$ cat src/rtl/shift_seq_pkg.sv
// Shared ALU shift definitions: op encodings, sequencer states and widths.
package shift_seq_pkg;

    localparam int unsigned WIDTH = 16;
    localparam int unsigned CNT_W = 4;

    typedef enum logic [1:0] {
        OP_ROL = 2'd0,
        OP_SLL = 2'd1,
        OP_ROR = 2'd2,
        OP_ASR = 2'd3
    } op_e;

    typedef enum logic [1:0] {
        S_IDLE = 2'd0,
        S_RUN  = 2'd1,
        S_DONE = 2'd2
    } state_e;

    // Number of bit positions a single RUN cycle consumes from the remaining count.
    function automatic logic [CNT_W-1:0] step_size(input logic two_n);
        return two_n ? CNT_W'(2) : CNT_W'(1);
    endfunction

endpackage

$ cat src/rtl/shift_step.sv
// One serial shift step of 1 or 2 bit positions for any of the four shift ops.
module shift_step
    import shift_seq_pkg::*;
(
    input  logic [WIDTH-1:0] in,
    input  op_e              op,
    input  logic             two_n,
    output logic [WIDTH-1:0] out_c
);

    always_comb begin
        out_c = in;
        unique case (op)
            OP_ROL: out_c = two_n ? {in[WIDTH-3:0], in[WIDTH-1:WIDTH-2]}
                                  : {in[WIDTH-2:0], in[WIDTH-1]};
            OP_SLL: out_c = two_n ? {in[WIDTH-3:0], 2'b00}
                                  : {in[WIDTH-2:0], 1'b0};
            OP_ROR: out_c = two_n ? {in[1:0], in[WIDTH-1:2]}
                                  : {in[0], in[WIDTH-1:1]};
            OP_ASR: out_c = two_n ? {{2{in[WIDTH-1]}}, in[WIDTH-1:2]}
                                  : {in[WIDTH-1], in[WIDTH-1:1]};
            default: out_c = in;
        endcase
    end

endmodule

$ cat src/rtl/shift_seq.sv
// Iterative shifter/rotator: consumes up to two bit positions per cycle,
// start/busy/done handshake, result held until the next completion.
module shift_seq
    import shift_seq_pkg::*;
(
    input  logic             clk,
    input  logic             rst,
    input  logic             start,
    input  logic [WIDTH-1:0] in,
    input  logic [CNT_W-1:0] cnt,
    input  logic [1:0]       op,
    output logic             busy,
    output logic             done,
    output logic [WIDTH-1:0] out
);

    state_e           state;
    op_e              op_r;
    logic [WIDTH-1:0] acc;
    logic [CNT_W-1:0] rem;

    logic             two_n;
    logic [WIDTH-1:0] step_c;
    logic [CNT_W-1:0] rem_nxt_c;

    assign two_n     = (rem >= CNT_W'(2));
    assign rem_nxt_c = rem - step_size(two_n);

    shift_step u_step (
        .in    (acc),
        .op    (op_r),
        .two_n (two_n),
        .out_c (step_c)
    );

    // Sequencer: out/done are loaded on the edge that enters DONE.
    always_ff @(posedge clk) begin
        if (rst) begin
            state <= S_IDLE;
            op_r  <= OP_ROL;
            acc   <= '0;
            rem   <= '0;
            busy  <= 1'b0;
            done  <= 1'b0;
            out   <= '0;
        end else begin
            done <= 1'b0;
            unique case (state)
                S_IDLE: begin
                    if (start) begin
                        acc  <= in;
                        op_r <= op_e'(op);
                        rem  <= cnt;
                        busy <= 1'b1;
                        if (cnt == '0) begin
                            state <= S_DONE;
                            out   <= in;
                            done  <= 1'b1;
                        end else begin
                            state <= S_RUN;
                        end
                    end
                end
                S_RUN: begin
                    acc <= step_c;
                    rem <= rem_nxt_c;
                    if (rem_nxt_c == '0) begin
                        state <= S_DONE;
                        out   <= step_c;
                        done  <= 1'b1;
                    end
                end
                S_DONE: begin
                    state <= S_IDLE;
                    busy  <= 1'b0;
                end
                default: begin
                    state <= S_IDLE;
                    busy  <= 1'b0;
                end
            endcase
        end
    end

endmodule
$ cat config.mk
export PLATFORM = sky130hd
export DESIGN_NAME = shift_seq
export DESIGN_NICKNAME = d
export VERILOG_FILES = /design/src/rtl/shift_seq_pkg.sv /design/src/rtl/shift_step.sv /design/src/rtl/shift_seq.sv
export SDC_FILE = /design/constraint.sdc
export NUM_CORES = 1
export LEC_CHECK = 0
export ABC_AREA = 1
export CORE_MARGIN = 1.5
export CORE_UTILIZATION = 35
export DETAILED_ROUTE_END_ITERATION = 7
export SKIP_CTS_REPAIR_TIMING = 1
export SLEW_MARGIN = 10
export SYNTH_ARGS = -nofsm -noshare
export SYNTH_HDL_FRONTEND = slang
export SYNTH_SLANG_ARGS = --single-unit
$ cat constraint.sdc
create_clock -name clk -period 3 [get_ports clk]
set_input_delay 0.6 -clock clk [delete_from_list [all_inputs] [get_ports clk]]
set_output_delay 0.6 -clock clk [all_outputs]
set_load 0.005 [all_outputs]
Word level (Yosys, flattened, before mapping)
Cells that the tools add are included.
{"block": "classes", "addsub": 1, "magnitude_cmp": 1, "reduce_logical": 10, "muxes": 24, "n_eq_ne": 7, "bitwise": 1}
{"op": "$mux W16", "n": 7}
{"op": "$pmux W16 S2", "n": 2}
{"op": "$pmux W16 S4", "n": 1}
{"op": "$mux W14", "n": 1}
{"op": "$logic_not A4 Y1", "n": 2}
{"op": "$mux W2", "n": 4}
{"op": "$pmux W4 S2", "n": 1}
{"op": "$reduce_and A2 Y1", "n": 4}
{"op": "$ne A2 B2 Y1 const B", "n": 3}
{"op": "$eq A2 B1 Y1 const B", "n": 2}
{"op": "$eq A2 B2 Y1 const B", "n": 2}
{"op": "$ge A4 B2 Y1 const B", "n": 1}
{"op": "$logic_not A2 Y1", "n": 2}
{"op": "$mux W1", "n": 4}
{"op": "$mux W4", "n": 1}
{"op": "$pmux W1 S2", "n": 2}
{"op": "$pmux W2 S2", "n": 1}
{"op": "$reduce_and A4 Y1", "n": 1}
{"op": "$sub A4 B2 Y4", "n": 1}
{"op": "$reduce_bool A2 Y1", "n": 1}
{"op": "$not A1 Y1", "n": 1}
{"block": "word_totals", "output_inout_bits": 18, "word_cells": 51, "ff_bits": 42, "inputBits": 25}

Longest topological paths before layout
{"block": "logic_depth", "ltp_word": 6, "mapped_depth": 18, "mapped_depth_nobuf": 16}

Modules after synthesis
A second synthesis with hierarchy kept.
{"block": "unflattened", "hier_cells": 335, "hier_area_um2": 2349.8}
{"mod": "shift_seq", "cells_per_inst": 234, "seq_area_each_um2": 840.8, "area_each_um2": 1860.5, "n_inst": 1}
{"mod": "shift_step", "cells_per_inst": 101, "seq_area_each_um2": 0.0, "area_each_um2": 489.2, "n_inst": 1}

Worst setup path before layout
Ideal clock, no wire load.
{"block": "synth_path", "kind": "register -> register", "start": "reg rem[2]", "end": "reg out[0]", "synth_period_minus_slack_ps": 2403, "required_ps": 2891, "setup_ps": 109, "setup_slack_ps": 597, "t_arrival_ps": 2295, "path_stages_with_launch": 17, "path_buffers": 2, "path_cell_list": "dfxtp_1 nor2_4 nand2_4 buf_6 inv_1 ha_1 inv_1 fa_1 inv_1 nand2_1 nor2_4 nand4_4 nand2_4 buf_4 nand2_1 nand2_1 inv_1"}
{"block": "synth_between", "elab_chain_len": 6, "elab_cells_between_ends": 12, "cone_classes": "1 x add/sub; 1 x order compare; 1 x eq/ne; 7 x mux; 2 x reduce/logical"}
{"element": "start, declared", "line_no": "shift_seq.sv:20", "rtl": "logic [CNT_W-1:0] rem;"}
{"element": "start signal, assigned", "line_no": "shift_seq.sv:53", "rtl": "rem <= cnt;"}
{"element": "start signal, assigned", "line_no": "shift_seq.sv:66", "rtl": "rem <= rem_nxt_c;"}
{"element": "$ge A4 B2 Y1", "line_no": "shift_seq.sv:26", "rtl": "assign two_n = (rem >= CNT_W'(2));"}
{"element": "$mux W2", "line_no": "shift_seq_pkg.sv:22", "rtl": "return two_n ? CNT_W'(2) : CNT_W'(1);"}
{"element": "$sub A4 B2 Y4", "line_no": "shift_seq.sv:27", "rtl": "assign rem_nxt_c = rem - step_size(two_n);"}
{"element": "$logic_not A4 Y1", "line_no": "shift_seq.sv:67", "rtl": "if (rem_nxt_c == '0) begin"}
{"element": "$ne A2 B2 Y1 (no source line)"}
{"element": "$reduce_and A4 Y1 (no source line)"}
{"element": "end signal, assigned", "line_no": "shift_seq.sv:57", "rtl": "out <= in;"}
{"element": "end signal, assigned", "line_no": "shift_seq.sv:69", "rtl": "out <= step_c;"}
{"element": "end, declared", "line_no": "shift_seq.sv:14", "rtl": "output logic [WIDTH-1:0] out"}
Several ways; a longest one is shown, not always the timed one. The select of a mux whose other input is x is not followed.
A chain may end at the register's enable or synchronous reset.

Worst setup path after layout
{"block": "layout_path", "start": "reg rem[1]", "end": "reg out[14]"}
The elaborated chain is that of the path after synthesis.

==> reports/metrics.yaml <==
seq_area_frac_synth_pct: 34.0
hold_class: "flip-flop to flip-flop"
cp_slowest_cell: "fa_1"
synthCells: 380
grt_pass1_wl_um: 10500
fin_tns_setup_ps: 0
yosysUniqueCellTypes: 28
seqCellArea_um2: 841
clk_root_buffer_cell: "clkbuf_8"
grt_max_degree: 39
r2r-start: "rem[1]$_SDFFE_PP0P_"
async_reset_ff_share_pct: 0
first_pass_iters: 4
antenna_cells: 0
timing.max_cap.violations: 0
vias_per_cell: 4.67
cts_tree: "yes"
worst-setup-path-type: "flip-flop to flip-flop"
synth.avg_cell_area_um2: 6.50
track_usage_pct: 17.6
worstMarginPinSlew_ps: 518
path_common_cell: "inv_1"
max-vdd-ir-drop_v: 0.000271
p_per_area_nw_per_um2: 632
cts.path.max_buffers: 2
finalWeightedCongestion: 0.849
coreArea_um2: 6790
clkTransAtPathRegs_ps: 90
area_growth_syn_to_layout_pct: 23.0
fp.dieW_um: 87.0
drtIter0Drc: 196
initial_core_util_pct: 36.4
clkLatencyLatePin_ps: 300
slew_headroom_pct: 65.2
final.min_clock_period_ps: 2690
yosysWarnings: 0
hpwl_um: 4390
fillers: 708
vias: 2390
setup_viol: 0
min_from: "busy$_SDFFE_PP0P_"
syn-num-nets: 408
cpPeakStageDelay_ps: 460
num-nets-final: 443
drive_gt1_share_pct: 12.0
cts_buffers: 5
leakage_nw: 1.47
io_pins: 43
final_common_cell: "nand2_1"
maxSlewViolCount: 0
cp.required_ps: 3250
syn_area_um2: 2470
crit_chain: "inv_2, nand2_8, inv_1, ha_1, inv_1, fa_1, inv_1, nand2_1, nor2_4, nand4_4, nand2_4, nand2_4, nand2_1, nand2_1, inv_1"
drc: 0
clkSinkCount: 42
start_kind: "flip-flop"
max_freq_mhz: 371
synth_seq_cells: 42
fin_area_um2: 3040
routed_wl_um: 6240
drtAntennaViolNets: 0
multi_input_comb_area_um2: 1340
antenna_found_initial: 0
grt-ovfl-total: 0
critPathLaunch: "rem[1]$_SDFFE_PP0P_"
path_max_fanout: 19
hold_viol: 0
dieArea_um2: 7570
rows: 30
wl_per_cell_um: 12.2
port_buffers: 42
ys.flop_type: "dfxtp_1"
grt_setup_unrepaired: "false"
cp-end-kind: "flip-flop"
htree_levels: 2
grt_pass1_vias: 2275
status: "completed"
worstPathArrival_ps: 2940
placed_cell_area_um2: 2940
synth_edf_count: 0
dieHeight_um: 87.0
final.setup_skew_ps: 10.4
min_period_over_period_pct: 89.8
final_cell_mix: "nand2_1, nand3_1, inv_1"
Yosys cell counts, types with 4 or more instances:
master | number | area, µm²
inv_2 | 4 | 15.0
or2_2 | 15 | 93.8
a21oi_1 | 22 | 110
clkbuf_1 | 6 | 22.5
o21ai_0 | 22 | 110
buf_2 | 6 | 30.0
nand3_1 | 63 | 315
nor2_1 | 17 | 63.8
dfxtp_1 | 42 | 841
inv_1 | 46 | 173
nand2_1 | 99 | 372
nand2_2 | 10 | 62.6
logic make-up after synthesis:
family | Yosys count | share of synthesized area (%)
flops | 42 | 34.0
simple gates | 215 | 41.6
compound gates | 50 | 10.5
fa+ha+maj | 3 | 1.82
buf+inv | 70 | 12.0
critical path, delay by kind of cell, from the launching register on:
kind,cells,cell delay [ps]
adder cells (fa/ha/maj),2,620
buffers and inverters,5,640
flip-flops,1,370
AND/OR/NAND/NOR,8,990
final timing paths:
check / slack, ps / to / depth (start not counted)
setup / recovery: 310 / out[14]$_SDFFE_PP0P_ / 15
hold / removal: 500 / busy$_SDFFE_PP0P_ / 2
hold reg to reg: 500 / busy$_SDFFE_PP0P_ / 2
setup reg to reg: 310 / out[14]$_SDFFE_PP0P_ / 15
flip-flops by register name, summed over array words and instances (netlist names):
signal / flops
op_r: 2
out: 16
done: 1
busy: 1
acc: 16
rem: 4
state: 2
final cells by class:
cell class | count | share of cell area [%]
Tap cell | 96 | 3.95
Timing Repair Buffer | 47 | 15.1
Clock buffer | 6 | 2.39
Inverter | 51 | 6.30
Clock inverter | 2 | 0.453
Sequential cell | 42 | 27.7
Multi-Input combinational cell | 268 | 44.2
routing by layer:
layer	wire [µm]	up-vias	part of all wire (%)	global-route usage, %
met5	0	-	0	0
met4	64	0	1.0	5.13
met3	285	8	4.6	3.41
met2	2740	62	44	28.1
met1	3140	1042	50	24.0
li1	-	1278	-	-
stage by stage:
| step | utilization [%] | power (mW) | setup WS, ps | hold slack, ps | std cells |
|---|---|---|---|---|---|
| after floorplan | - | 1.33 | 597 | 478 | 380 |
| after CTS | 44.6 | 1.92 | 264 | 511 | 512 |
| final | 44.7 | 1.92 | 307 | 499 | 512 |
| after detailed placement | 43.3 | 1.55 | 292 | 490 | 504 |
| after global routing | 44.7 | 2.08 | 30.3 | 567 | 512 |
| after global placement | 43.3 | 1.53 | 417 | 480 | 504 |
report_power, final:
part           internal, mW  switching (mW)  total [mW]
clock network         0.165           0.211       0.376
registers             0.643          0.0523       0.695
logic                 0.327           0.523       0.850
total                  1.13           0.787        1.92
(Power assumes the default switching activity.)
